### src/rtl/mem_port_arbiter_if.sv
// Memory bus between the port arbiter and a single-port 64-bit memory.
// Master drives request/address/data, slave returns ready/rdata/err.
interface mem_port_arbiter_if #(
  parameter int ADDR_W = 64,
  parameter int DATA_W = 64
);
  logic              mem_valid;
  logic              mem_we;
  logic [ADDR_W-1:0] mem_addr;
  logic [DATA_W-1:0] mem_wdata;
  logic              mem_ready;
  logic [DATA_W-1:0] mem_rdata;
  logic              mem_err;

  modport master (
    output mem_valid, mem_we, mem_addr, mem_wdata,
    input  mem_ready, mem_rdata, mem_err
  );

  modport slave (
    input  mem_valid, mem_we, mem_addr, mem_wdata,
    output mem_ready, mem_rdata, mem_err
  );
endinterface

### src/rtl/mem_port_arbiter.sv
// Serialises fetch bursts and data accesses onto one memory port,
// with data priority, beat timeout and fetch squash.
module mem_port_arbiter #(
  parameter int ADDR_W   = 64,
  parameter int DATA_W   = 64,
  parameter int MAX_WAIT = 15
) (
  input  logic                clk,
  input  logic                rst,
  input  logic                f_req,
  input  logic [ADDR_W-1:0]   f_addr,
  input  logic                f_abort,
  output logic [2*DATA_W-1:0] f_rdata,
  output logic                f_done,
  output logic                f_err,
  input  logic                m_req,
  input  logic                m_we,
  input  logic [ADDR_W-1:0]   m_addr,
  input  logic [DATA_W-1:0]   m_wdata,
  output logic [DATA_W-1:0]   m_rdata,
  output logic                m_done,
  output logic                m_err,
  output logic                f_stall,
  output logic                m_stall,
  mem_port_arbiter_if.master  bus
);

  typedef enum logic [2:0] {
    IDLE, DATA, FETCH0, FETCH1, RESP
  } state_t;

  state_t state_q, state_d;

  logic [ADDR_W-1:0] addr_q;
  logic [DATA_W-1:0] wdata_q;
  logic [DATA_W-1:0] rdata_lo_q;
  logic [DATA_W-1:0] rdata_hi_q;
  logic              we_q;
  logic              sel_f_q;
  logic              abort_q;
  logic              err_q;
  logic [7:0]        wait_q;

  logic beat, hs, tmo, grant_m, grant_f, resp;

  always_ff @(posedge clk or posedge rst) begin
    if (rst) state_q <= IDLE;
    else     state_q <= state_d;
  end

  always_comb begin
    state_d = state_q;
    grant_m = 1'b0;
    grant_f = 1'b0;
    beat = (state_q == DATA) || (state_q == FETCH0)
        || (state_q == FETCH1);
    hs  = beat & bus.mem_ready;
    tmo = beat & ~bus.mem_ready
        & (wait_q == 8'(MAX_WAIT - 1));
    unique case (state_q)
      IDLE: begin
        if (m_req) begin
          grant_m = 1'b1;
          state_d = DATA;
        end else if (f_req) begin
          grant_f = 1'b1;
          state_d = FETCH0;
        end
      end
      DATA:   if (hs || tmo) state_d = RESP;
      FETCH0: begin
        // a faulted first beat ends the burst early
        if (hs && !bus.mem_err) state_d = FETCH1;
        else if (hs || tmo)     state_d = RESP;
      end
      FETCH1: if (hs || tmo) state_d = RESP;
      RESP:   state_d = IDLE;
      default: state_d = IDLE;
    endcase
  end

  always_ff @(posedge clk or posedge rst) begin
    if (rst) begin
      addr_q     <= '0;
      wdata_q    <= '0;
      rdata_lo_q <= '0;
      rdata_hi_q <= '0;
      we_q       <= 1'b0;
      sel_f_q    <= 1'b0;
      abort_q    <= 1'b0;
      err_q      <= 1'b0;
      wait_q     <= '0;
    end else if (state_q == IDLE) begin
      abort_q <= grant_f & f_abort;
      if (grant_m || grant_f) begin
        addr_q     <= grant_m ? m_addr : f_addr;
        wdata_q    <= grant_m ? m_wdata : '0;
        we_q       <= grant_m & m_we;
        sel_f_q    <= grant_f;
        rdata_lo_q <= '0;
        rdata_hi_q <= '0;
        err_q      <= 1'b0;
        wait_q     <= '0;
      end
    end else begin
      if (sel_f_q && f_abort) abort_q <= 1'b1;
      if (beat) wait_q <= hs ? 8'd0 : wait_q + 8'd1;
      if (hs) begin
        if (state_q == FETCH1) rdata_hi_q <= bus.mem_rdata;
        else                   rdata_lo_q <= bus.mem_rdata;
        err_q <= err_q | bus.mem_err;
      end
      if (tmo) err_q <= 1'b1;
    end
  end

  assign resp = (state_q == RESP);

  assign bus.mem_valid = beat;
  assign bus.mem_we    = (state_q == DATA) & we_q;
  assign bus.mem_addr  = (state_q == FETCH1)
                       ? addr_q + ADDR_W'(8) : addr_q;
  assign bus.mem_wdata = wdata_q;

  assign m_done  = resp & ~sel_f_q;
  assign m_err   = m_done & err_q;
  assign m_rdata = rdata_lo_q;

  // a squash arriving in the response cycle still hides the result
  assign f_done  = resp & sel_f_q & ~abort_q & ~f_abort;
  assign f_err   = f_done & err_q;
  assign f_rdata = {rdata_hi_q, rdata_lo_q};

  assign f_stall = f_req & ~f_done;
  assign m_stall = m_req & ~m_done;

endmodule

### src/flat_wrapper.sv
// flat-port wrapper written by rule: the top's interface ports become plain ports
module mem_port_arbiter_flat 
#(
  parameter int ADDR_W   = 64,
  parameter int DATA_W   = 64,
  parameter int MAX_WAIT = 15
)
  (clk, rst, f_req, f_addr, f_abort, f_rdata, f_done, f_err, m_req, m_we, m_addr, m_wdata, m_rdata, m_done, m_err, f_stall, m_stall, bus_mem_valid, bus_mem_we, bus_mem_addr, bus_mem_wdata, bus_mem_ready, bus_mem_rdata, bus_mem_err);
  mem_port_arbiter_if #(.ADDR_W(ADDR_W), .DATA_W(DATA_W)) bus_i ();
  input  logic clk;
  input  logic rst;
  input  logic f_req;
  input  logic [ADDR_W-1:0] f_addr;
  input  logic f_abort;
  output logic [2*DATA_W-1:0] f_rdata;
  output logic f_done;
  output logic f_err;
  input  logic m_req;
  input  logic m_we;
  input  logic [ADDR_W-1:0] m_addr;
  input  logic [DATA_W-1:0] m_wdata;
  output logic [DATA_W-1:0] m_rdata;
  output logic m_done;
  output logic m_err;
  output logic f_stall;
  output logic m_stall;
  output wire logic [$bits(bus_i.mem_valid)-1:0] bus_mem_valid;
  output wire logic [$bits(bus_i.mem_we)-1:0] bus_mem_we;
  output wire logic [$bits(bus_i.mem_addr)-1:0] bus_mem_addr;
  output wire logic [$bits(bus_i.mem_wdata)-1:0] bus_mem_wdata;
  input wire logic [$bits(bus_i.mem_ready)-1:0] bus_mem_ready;
  input wire logic [$bits(bus_i.mem_rdata)-1:0] bus_mem_rdata;
  input wire logic [$bits(bus_i.mem_err)-1:0] bus_mem_err;
  assign bus_mem_valid = bus_i.mem_valid;
  assign bus_mem_we = bus_i.mem_we;
  assign bus_mem_addr = bus_i.mem_addr;
  assign bus_mem_wdata = bus_i.mem_wdata;
  assign bus_i.mem_ready = bus_mem_ready;
  assign bus_i.mem_rdata = bus_mem_rdata;
  assign bus_i.mem_err = bus_mem_err;
  mem_port_arbiter #(.ADDR_W(ADDR_W), .DATA_W(DATA_W), .MAX_WAIT(MAX_WAIT)) u_core (.clk(clk), .rst(rst), .f_req(f_req), .f_addr(f_addr), .f_abort(f_abort), .f_rdata(f_rdata), .f_done(f_done), .f_err(f_err), .m_req(m_req), .m_we(m_we), .m_addr(m_addr), .m_wdata(m_wdata), .m_rdata(m_rdata), .m_done(m_done), .m_err(m_err), .f_stall(f_stall), .m_stall(m_stall), .bus(bus_i));
endmodule
### config.mk
export PLATFORM = sky130hd
export DESIGN_NAME = mem_port_arbiter_flat
export DESIGN_NICKNAME = d
export VERILOG_FILES = /design/src/rtl/mem_port_arbiter_if.sv /design/src/rtl/mem_port_arbiter.sv /design/src/flat_wrapper.sv
export SDC_FILE = /design/constraint.sdc
export NUM_CORES = 1
export LEC_CHECK = 0
export ABC_AREA = 1
export CORE_AREA = 5 5 229 231
export CTS_CLUSTER_SIZE = 20
export DETAILED_ROUTE_END_ITERATION = 7
export DIE_AREA = 0 0 234 236
export DONT_BUFFER_PORTS = 1
export GPL_TIMING_DRIVEN = 0
export HOLD_SLACK_MARGIN = 0.15
export PLACE_DENSITY = 0.44
export SLEW_MARGIN = 10
export SYNTH_ARGS = -nofsm -noshare
export SYNTH_HDL_FRONTEND = slang
export SYNTH_SLANG_ARGS = --single-unit
### constraint.sdc
create_clock -name clk -period 9.8 [get_ports clk]
set_input_delay 1.96 -clock clk [delete_from_list [all_inputs] [get_ports clk]]
set_output_delay 1.96 -clock clk [all_outputs]
set_load 0.03 [all_outputs]
== Word-level counts from Yosys, hierarchy flattened ==
Cells that the tools add are included.
Cells by class
  mux-type cells: 30
  div/mod/pow operators: 0
  $lt $le $gt $ge: 0
  reduce and logical (&&, ||, !) cells: 19
  bitwise gates (word level): 21
  equal/unequal tests: 8
  shifts and indexed selects: 0
  multiply operators: 0
  $add $sub $neg: 2
Operator list (number)
  $mux 64: 10
  $add 64x4->64 const B: 1
  $mux 8: 4
  $and 1x1->1: 14
  $mux 3: 4
  $mux 1: 11
  $pmux 3 s3: 1
  $add 8x1->8 const B: 1
  $eq 8x4->1 const B: 1
  $reduce_bool 2->1: 4
  $eq 3x2->1 const B: 2
  $not 1->1: 6
  $reduce_and 2->1: 3
  $reduce_and 3->1: 2
  $logic_or 1x1->1: 4
  $eq 3x1->1 const B: 1
  $eq 3x3->1 const B: 1
  $logic_not 3->1: 1
  $ne 3x3->1 const B: 1
  $reduce_bool 3->1: 1
  $logic_and 1x1->1: 2
  $ne 2x1->1 const B: 1
  $ne 2x2->1 const B: 1
  $reduce_or 2->1: 1
  other kinds (2): 2
Word-level totals
  register bits: 271
  word-level logic and storage cells: 90
  memory bits (read-only): 0
  output and inout port bits: 328
  bits in latches: 0
  memories kept: 0
  input bits: 264
  memory bits (writable): 0

== Depth between registers and ports, before layout ==
Gate-level depths: netlist of the first run.
  depth in word-level cells: 9
  mapped depth: 11
  mapped depth without buffers: 11

== Worst setup path before layout of the first run ==
No wires, ideal clock.
  path type: input -> output
  from: input f_abort
  to: output f_err
  setup slack: 4210 ps
  arrival: 3630 ps
  path buffers: 0
  stages: 3
  path through: nor4_1 > inv_1 > nor2_1
On the way
  longest elaborated chain between the ends: 3
RTL lines
  start, declared: RTL line flat_wrapper.sv:14  | input logic f_abort;
  $not 1->1: RTL line mem_port_arbiter.sv:130  | assign f_done = resp & sel_f_q & ~abort_q & ~f_abort;
  $and 1x1->1: RTL line mem_port_arbiter.sv:130
  $and 1x1->1: RTL line mem_port_arbiter.sv:131  | assign f_err = f_done & err_q;
  end, declared: RTL line flat_wrapper.sv:17  | output logic f_err;
No other way between the ends.

== Final worst setup path of the first run ==
  from: register u_core.addr_q[3]
  to: output bus_mem_addr[39]
On the way
  longest elaborated chain between the ends: 2
RTL lines
  start, declared: RTL line mem_port_arbiter.sv:34  | logic [ADDR_W-1:0] addr_q;
  start signal, assigned: RTL line mem_port_arbiter.sv:96  | addr_q <= grant_m ? m_addr : f_addr;
  $add 64x4->64: RTL line mem_port_arbiter.sv:122  | ? addr_q + ADDR_W'(8) : addr_q;
  $mux 64: RTL line mem_port_arbiter.sv:122
  end, declared: RTL line flat_wrapper.sv:29  | output wire logic [$bits(bus_i.mem_addr)-1:0] bus_mem_addr;
No other way between the ends.

==> metrics.md, run 1 <==
| Metric | Value |
|---|---|
| Syn_nets | `2095` |
| Clock latency on the worst-skew pair | `0.54 ns` |
| Worst-path cell chain | `ha_1, nand3_1, inv_1, nand2_1, nor2_1, nand3_1, nor2_2, xor2_1` |
| Post-synth top flop | `dfrtp_1` |
| Max-cap viol count | `0` |
| DRC | `0` |
| Ports | `592` |
| Hpwl dp | `roughly 45000 um` |
| Clock power share | `0.194` |
| Post-DRT Antenna Nets | `0` |
| Crit path from | `u_core.addr_q[3]` |
| Mean Syn Cell Area | `7.75 um^2` |
| Power, Total | `6.90 mW` |
| Clock Path Buffers | `3` |
| CP Launch Type | `flip-flop` |
| DRT iter0 DRCs | `738` |
| Comb power frac | `0.413` |
| Cts bufs inserted | `34` |
| Setup Viol. Count Final | `0` |
| Cell family with most CP delay | `simple AND/OR/NAND/NOR gates` |
| RR Startpoint | `u_core.state_q[1]` |
| Tcrit/Tclk final | `0.521` |
| Post-Syn Area | `0.0142 mm^2` |
| Reg power frac | `0.393` |
| Synth area leaders | `dfrtp_1 48%, nand2_1 10%, inv_1 8.0%` |
| GRT overflow | `0` |
| Slew margin rel. | `0.121` |
| Nets | `between 2000 and 2500` |
| Async SR Flop Fraction | `1.00` |
| Reg clk slew, reported paths | `~0.06 ns` |
| Final hold vios | `0` |
| Initial Util | `0.284` |
| GRT Resource Usage Total | `0.194` |
| Post-synth cell types | `38` |
| Worst Setup End Kind | `primary output` |
| Root Driver | `clkbuf_16` |
| Post-DR wirelength/cell | `21.8 um` |
| LEAKAGE | `approximately 7.7 nW` |
| Area leader, netlist | `dfrtp_1` |
| Area delta synth->final | `15.0%` |
| Period minus WS final | `a little over 5 ns` |
| Mapped Cells | `1828` |
| Drt first pass iters | `8` |
| Switching Fraction | `0.531` |
| Beginning of the worst hold path | `u_core.addr_q[0]` |
| Status | `finished, final reports clean` |
| CP Class | `flip-flop to primary output` |
| Multi-input logic area | `0.00534 mm^2` |
| Peak VDD IR | `0.180 mV` |
| Slew of the pin with the lowest slew margin | `1.30 ns` |
| TritonCTS clock tree | `done` |
| Via count of the first global-routing pass | `12507` |
| Slowest CP cell | `xor2_1` |
| Synth top area share | `0.479` |
| CP bufs+invs | `1` |
| Setup TNS Final | `0 ns` |
| H-tree depth | `2` |
| Most frequent CP cell | `nand3_1` |
| PortBufs | `0` |
| First-pass GRT wire length | `81800 um` |
| Total Wirelength | `56200 um` |
| Register area share after synthesis | `0.479` |
| Hold-fix buffers, CTS | `0` |
| Count of flip-flops with a built-in enable after synthesis | `0` |
| Flop-to-flop setup slack | `7.06 ns` |
| Chip width | `234 um` |
| Max Fanout on Critical Path | `7` |
| Critical Path RT | `around 8 ns` |
| Total of warnings raised by yosys | `0` |
| Row cnt | `82` |
| Final Util | `0.327` |
| Reg area | `0.00678 mm^2` |
| Cell with the most instances after synthesis | `nand2_1` |
| Switch Pwr | `3.67 mW` |
| Worst EP arrival | `3.15 ns` |
| Largest net degree at the start of global routing | `between 100 and 150` |
| Final Max Tran Viols | `0` |
| Synthesized flop and latch total | `271` |
| Clk sinks | `approximately 270` |
| Delay of the slowest critical-path stage | `0.64 ns` |
| List of most frequent post-synthesis cells | `380 x nand2_1, 302 x inv_1, 271 x dfrtp_1` |
| Clk_skew | `~0.017 ns` |
| Pwr Density | `424 mW/mm^2` |
| # Post-CTS Setup Buffers | `0` |
| Core Region | `0.0499 mm^2` |
| Die Height | `236 um` |
| Initial antenna violation count | `14` |
| Fill count | `5480` |
| GPL Wtd Cong | `around 0.86` |
| Vias | `roughly 12000` |
| Worst min-delay path class | `flip-flop to flip-flop` |
| Drt via density | `between 4 and 5` |
| Die Area | `0.0552 mm^2` |
| Fmax | `196 MHz` |
| RSZ-0062 raised after global routing | `false` |
| Share of layout cells above drive strength 1 | `0.108` |
| Post_cts resized | `0` |
| Internal power contribution | `3.23 mW` |
-- cells by family (layout without fill, tap and decap cells) --
group                    Yosys count  after routing  synth area share
AO/OA/AOI/OAI                    354            354             0.148
XOR/XNOR                          33             33            0.0204
adder cells (fa/ha/maj)            3              3           0.00265
buffers and inverters            449            511             0.145
flip-flops                       271            271             0.479
other                              0              9                 0
AND/OR/NAND/NOR                  718            718             0.206
-- final timing paths --
check	endpoint	cells past startpoint
max in group asynchronous	u_core.err_q	2
worst max-delay path	bus_mem_addr[39]	8
worst max register to register	u_core.addr_q[59]	7
worst min-delay path	u_core.addr_q[0]	2
worst min register to register	u_core.addr_q[0]	2
min in group asynchronous	u_core.bus.mem_wdata[35]	1
-- sequential cells by signal (all words and copies together), names as in the netlist --
name,flops
u_core.addr_q,64
u_core.abort_q,1
u_core.rdata_hi_q,64
u_core.sel_f_q,1
u_core.m_rdata,64
u_core.err_q,1
u_core.we_q,1
u_core.wait_q,8
u_core.state_q,3
u_core.bus.mem_wdata,64
-- power groups by stage --
stage               registers (mW)  logic (mW)  clock network (mW)
global placement              2.73        2.87                   0
CTS                           2.72        2.90                1.38
detailed placement            2.73        2.89                   0
floorplan                     2.50        2.19                   0
global route                  2.77        3.15                1.42
finish                        2.71        2.85                1.34
-- per-layer routing --
metal / up-vias / part of all wire / GRT usage
met5: - / 0.00098 / 0
met4: 8 / 0.017 / 0.0448
met3: 61 / 0.095 / 0.0667
met2: 504 / 0.50 / 0.337
met1: 5860 / 0.39 / 0.231
li1: 5773 / - / -
-- per-stage QoR --
stage	hold WS [ns]	cell area, um^2	cells	setup WS, ns
final	0.487	16300	2571	4.69
after CTS	0.493	16300	2562	4.63
after global placement	0.476	15000	2500	-3.25
after floorplan	0.454	14200	1828	0.373
after detailed placement	0.479	15100	2503	4.89
after global routing	0.540	16300	2566	4.56
-- tightest hold or removal path, cell delays in order (launching register included) --
cell and delay, ns:
dfrtp_1 0.34, nand2_1 0.05, o21ai_0 0.06
-- placed cells by master (no fill, tap or decap), types with 2 or more instances in the layout --
cell type,count
and3_1,2
dfrtp_1,271
buf_4,86
buf_16,2
o22ai_1,46
nand4_1,17
o21ai_0,164
nor2_2,6
diode_2,9
clkbuf_2,4
clkbuf_16,34
o21ai_1,67
clkinv_2,8
inv_1,301
nor3b_1,2
clkbuf_1,28
nor3_1,2
nor2_1,255
buf_1,4
nand2_1,380
bufinv_16,6
a21oi_1,8
ha_1,3
inv_6,2
clkbuf_8,4
nor2_4,7
buf_2,26
a22o_1,64
inv_2,2
nand3_1,33
nand2_2,6
nor3_2,2
xor2_1,33
-- cell type report --
class                      instances  area share
sequential                       271       0.416
multi-input combinational       1108       0.328
inverter                         304      0.0705
clock buffer                      41      0.0563
buffer                           145      0.0558
tap                              672      0.0516
clock inverter                    18      0.0161
timing repair buffer               3     0.00384
antenna                            9     0.00138
Power figures use the tool's default switching activity.
==> inputs of run 2 (changes only) <==
clock period = 4.65 ns   (was 9.8 ns; I/O delays follow)
==> run 2 against run 1 <==
Against the previous run:
- combinational power rose by 110%
- sequential cell count did not move
- via count rose by 0.70%
- hold slack got worse by 0.29 ns
- die area did not move
- count of clock-buffer cells in the layout rose by 7
- clock skew fell by 0.0071 ns
- first-iteration DRC count fell by 1.4%
- largest cell class unchanged
- sequential share of layout area fell by 0.24 points
- critical path type unchanged
- wire length rose by 3.3%
- sequential power rose by 110%
- total power rose by 110%
==> metrics.md, run 2 (synthesized netlist as in run 1, its figures left out) <==
| Metric | Value |
|---|---|
| Post-DRT Antenna Nets | `0 (unchanged)` |
| Reg power frac | `0.396 (was 0.393)` |
| Internal power contribution | `6.73 mW (was 3.23 mW)` |
| H-tree depth | `2 (unchanged)` |
| Final Util | `0.328 (was 0.327)` |
| Final Max Tran Viols | `0 (unchanged)` |
| Post-DR wirelength/cell | `22.5 um (was 21.8 um)` |
| TritonCTS clock tree | `done (unchanged)` |
| Setup TNS Final | `0 ns (unchanged)` |
| Clk sinks | `271 (unchanged)` |
| Worst Setup End Kind | `primary output (unchanged)` |
| Max Fanout on Critical Path | `7 (unchanged)` |
| Clock power share | `0.189 (was 0.194)` |
| Switching Fraction | `0.536 (was 0.531)` |
| Slew margin rel. | `0.177 (was 0.121)` |
| First-pass GRT wire length | `83800 um (was 81800 um)` |
| Row cnt | `82 (unchanged)` |
| Setup Viol. Count Final | `0 (unchanged)` |
| Switch Pwr | `7.77 mW (was 3.67 mW)` |
| Area delta synth->final | `15.6% (was 15.0%)` |
| Die Height | `236 um (unchanged)` |
| Clock Path Buffers | `3 (unchanged)` |
| Clock latency on the worst-skew pair | `0.54 ns (about the same)` |
| Commonest non-fill, non-tap cells in the layout | `380 x nand2_1, 301 x inv_1, 271 x dfrtp_1, 255 x nor2_1, 164 x o21ai_0 (unchanged)` |
| LEAKAGE | `7.77 nW (was 7.73 nW)` |
| Core Region | `0.0499 mm^2 (unchanged)` |
| Chip width | `234 um (unchanged)` |
| PortBufs | `0 (unchanged)` |
| Reg clk slew, reported paths | `0.06 ns (about the same)` |
| GPL Wtd Cong | `0.892 (was 0.865)` |
| Share of layout cells above drive strength 1 | `0.111 (was 0.108)` |
| Worst min-delay path class | `input pin to async pin (was flip-flop to flip-flop)` |
| Critical Path RT | `3.72 ns (was 7.84 ns)` |
| Commonest non-fill, non-tap cell in the layout | `nand2_1 (unchanged)` |
| Worst EP arrival | `3.14 ns (was 3.15 ns)` |
| Post_cts resized | `0 (unchanged)` |
| Clk_skew | `0.00994 ns (was 0.0170 ns)` |
| Final hold vios | `0 (unchanged)` |
| Largest net degree at the start of global routing | `36 (was 110)` |
| GRT Resource Usage Total | `0.200 (was 0.194)` |
| Tcrit/Tclk final | `0.876` |
| Hpwl dp | `46900 um (was 45300 um)` |
| Status | `finished, final reports clean (unchanged)` |
| RSZ-0062 raised after global routing | `false (unchanged)` |
| Power, Total | `14.5 mW (was 6.90 mW)` |
| # Post-CTS Setup Buffers | `0 (unchanged)` |
| CP Class | `flip-flop to primary output (unchanged)` |
| Initial Util | `0.284 (unchanged)` |
| Total Wirelength | `58000 um (was 56200 um)` |
| Die Area | `0.0552 mm^2 (unchanged)` |
| Vias | `12291 (was 12206)` |
| Cts bufs inserted | `35 (was 34)` |
| DRC | `0 (unchanged)` |
| Pwr Density | `885 mW/mm^2 (was 424 mW/mm^2)` |
| Hold-fix buffers, CTS | `0 (unchanged)` |
| Max-cap viol count | `0 (unchanged)` |
| DRT iter0 DRCs | `728 (was 738)` |
| Drt via density | `4.77 (was 4.75)` |
| Peak VDD IR | `0.342 mV (was 0.180 mV)` |
| Slew of the pin with the lowest slew margin | `1.22 ns (was 1.30 ns)` |
| Via count of the first global-routing pass | `12536 (was 12507)` |
| Initial antenna violation count | `14 (unchanged)` |
| CP Launch Type | `flip-flop (unchanged)` |
| Ports | `592 (unchanged)` |
| Nets | `2143 (was 2134)` |
| Drt first pass iters | `5 (was 8)` |
| GRT overflow | `0 (unchanged)` |
| Period minus WS final | `4.07 ns` |
| Root Driver | `clkbuf_16 (unchanged)` |
| Comb power frac | `0.415 (was 0.413)` |
| Fmax | `roughly 250 MHz` |
run 2: power groups by stage:
stage,Clock [mW],Sequential (mW),Combinational (mW)
6_report,2.74,5.74,6.01
2_1_floorplan,0,5.28,4.61
3_3_place_gp,0,5.79,6.03
3_5_place_dp,0,5.79,6.10
4_1_cts,2.84,5.76,6.12
5_1_grt,2.93,5.86,6.63
run 2: worst paths after layout:
path,startpoint,end,slack (ns),cells after the start
max,u_core.addr_q[3],bus_mem_addr[39],0.58,8
min,rst,u_core.rdata_hi_q[9],0.19,1
max reg2reg,u_core.state_q[1],u_core.addr_q[52],2.00,7
min reg2reg,u_core.addr_q[0],u_core.addr_q[0],0.49,2
max in group asynchronous,rst,u_core.bus.mem_wdata[20],3.06,6
min in group clk,u_core.addr_q[0],u_core.addr_q[0],0.49,2
run 2: cell type report:
cell class / count / area, um^2
Antenna cell: 7 / 17.5
Buffer: 145 / 908
Clock buffer: 48 / 1030
Clock inverter: 11 / 126
Fill cell: 5474 / 33500
Inverter: 304 / 1140
Multi-Input combinational cell: 1108 / 5340
Sequential cell: 271 / 6780
Tap cell: 672 / 841
Timing Repair Buffer: 11 / 191
run 2: worst max-delay path, cell delays in order, from the launching register on:
cell and delay (ns):
dfrtp_1 0.49, ha_1 0.31, nand3_1 0.19, inv_1 0.09
nand2_1 0.11, nor2_1 0.14, nand3_1 0.27, nor2_2 0.36
xor2_1 0.64
run 2: per-stage QoR:
stage                     cells  setup WS [ns]  hold slack (ns)  area [um^2]
final                      2577          0.578            0.193        16400
after global routing       2574          0.395            0.179        16400
after global placement     2500          -1.79            0.479        15000
after floorplan            1828          0.139            0.454        14200
after detailed placement   2511           1.19            0.480        15200
after CTS                  2570          0.571            0.159        16400
run 2: per-layer routing:
metal / vias to the layer above / part of all wire / GRT usage
met1: 5907 / 0.38 / 0.234
met3: 82 / 0.094 / 0.0708
met2: 516 / 0.50 / 0.348
li1: 5776 / - / -
met5: - / 0.0014 / 0
met4: 10 / 0.025 / 0.0539
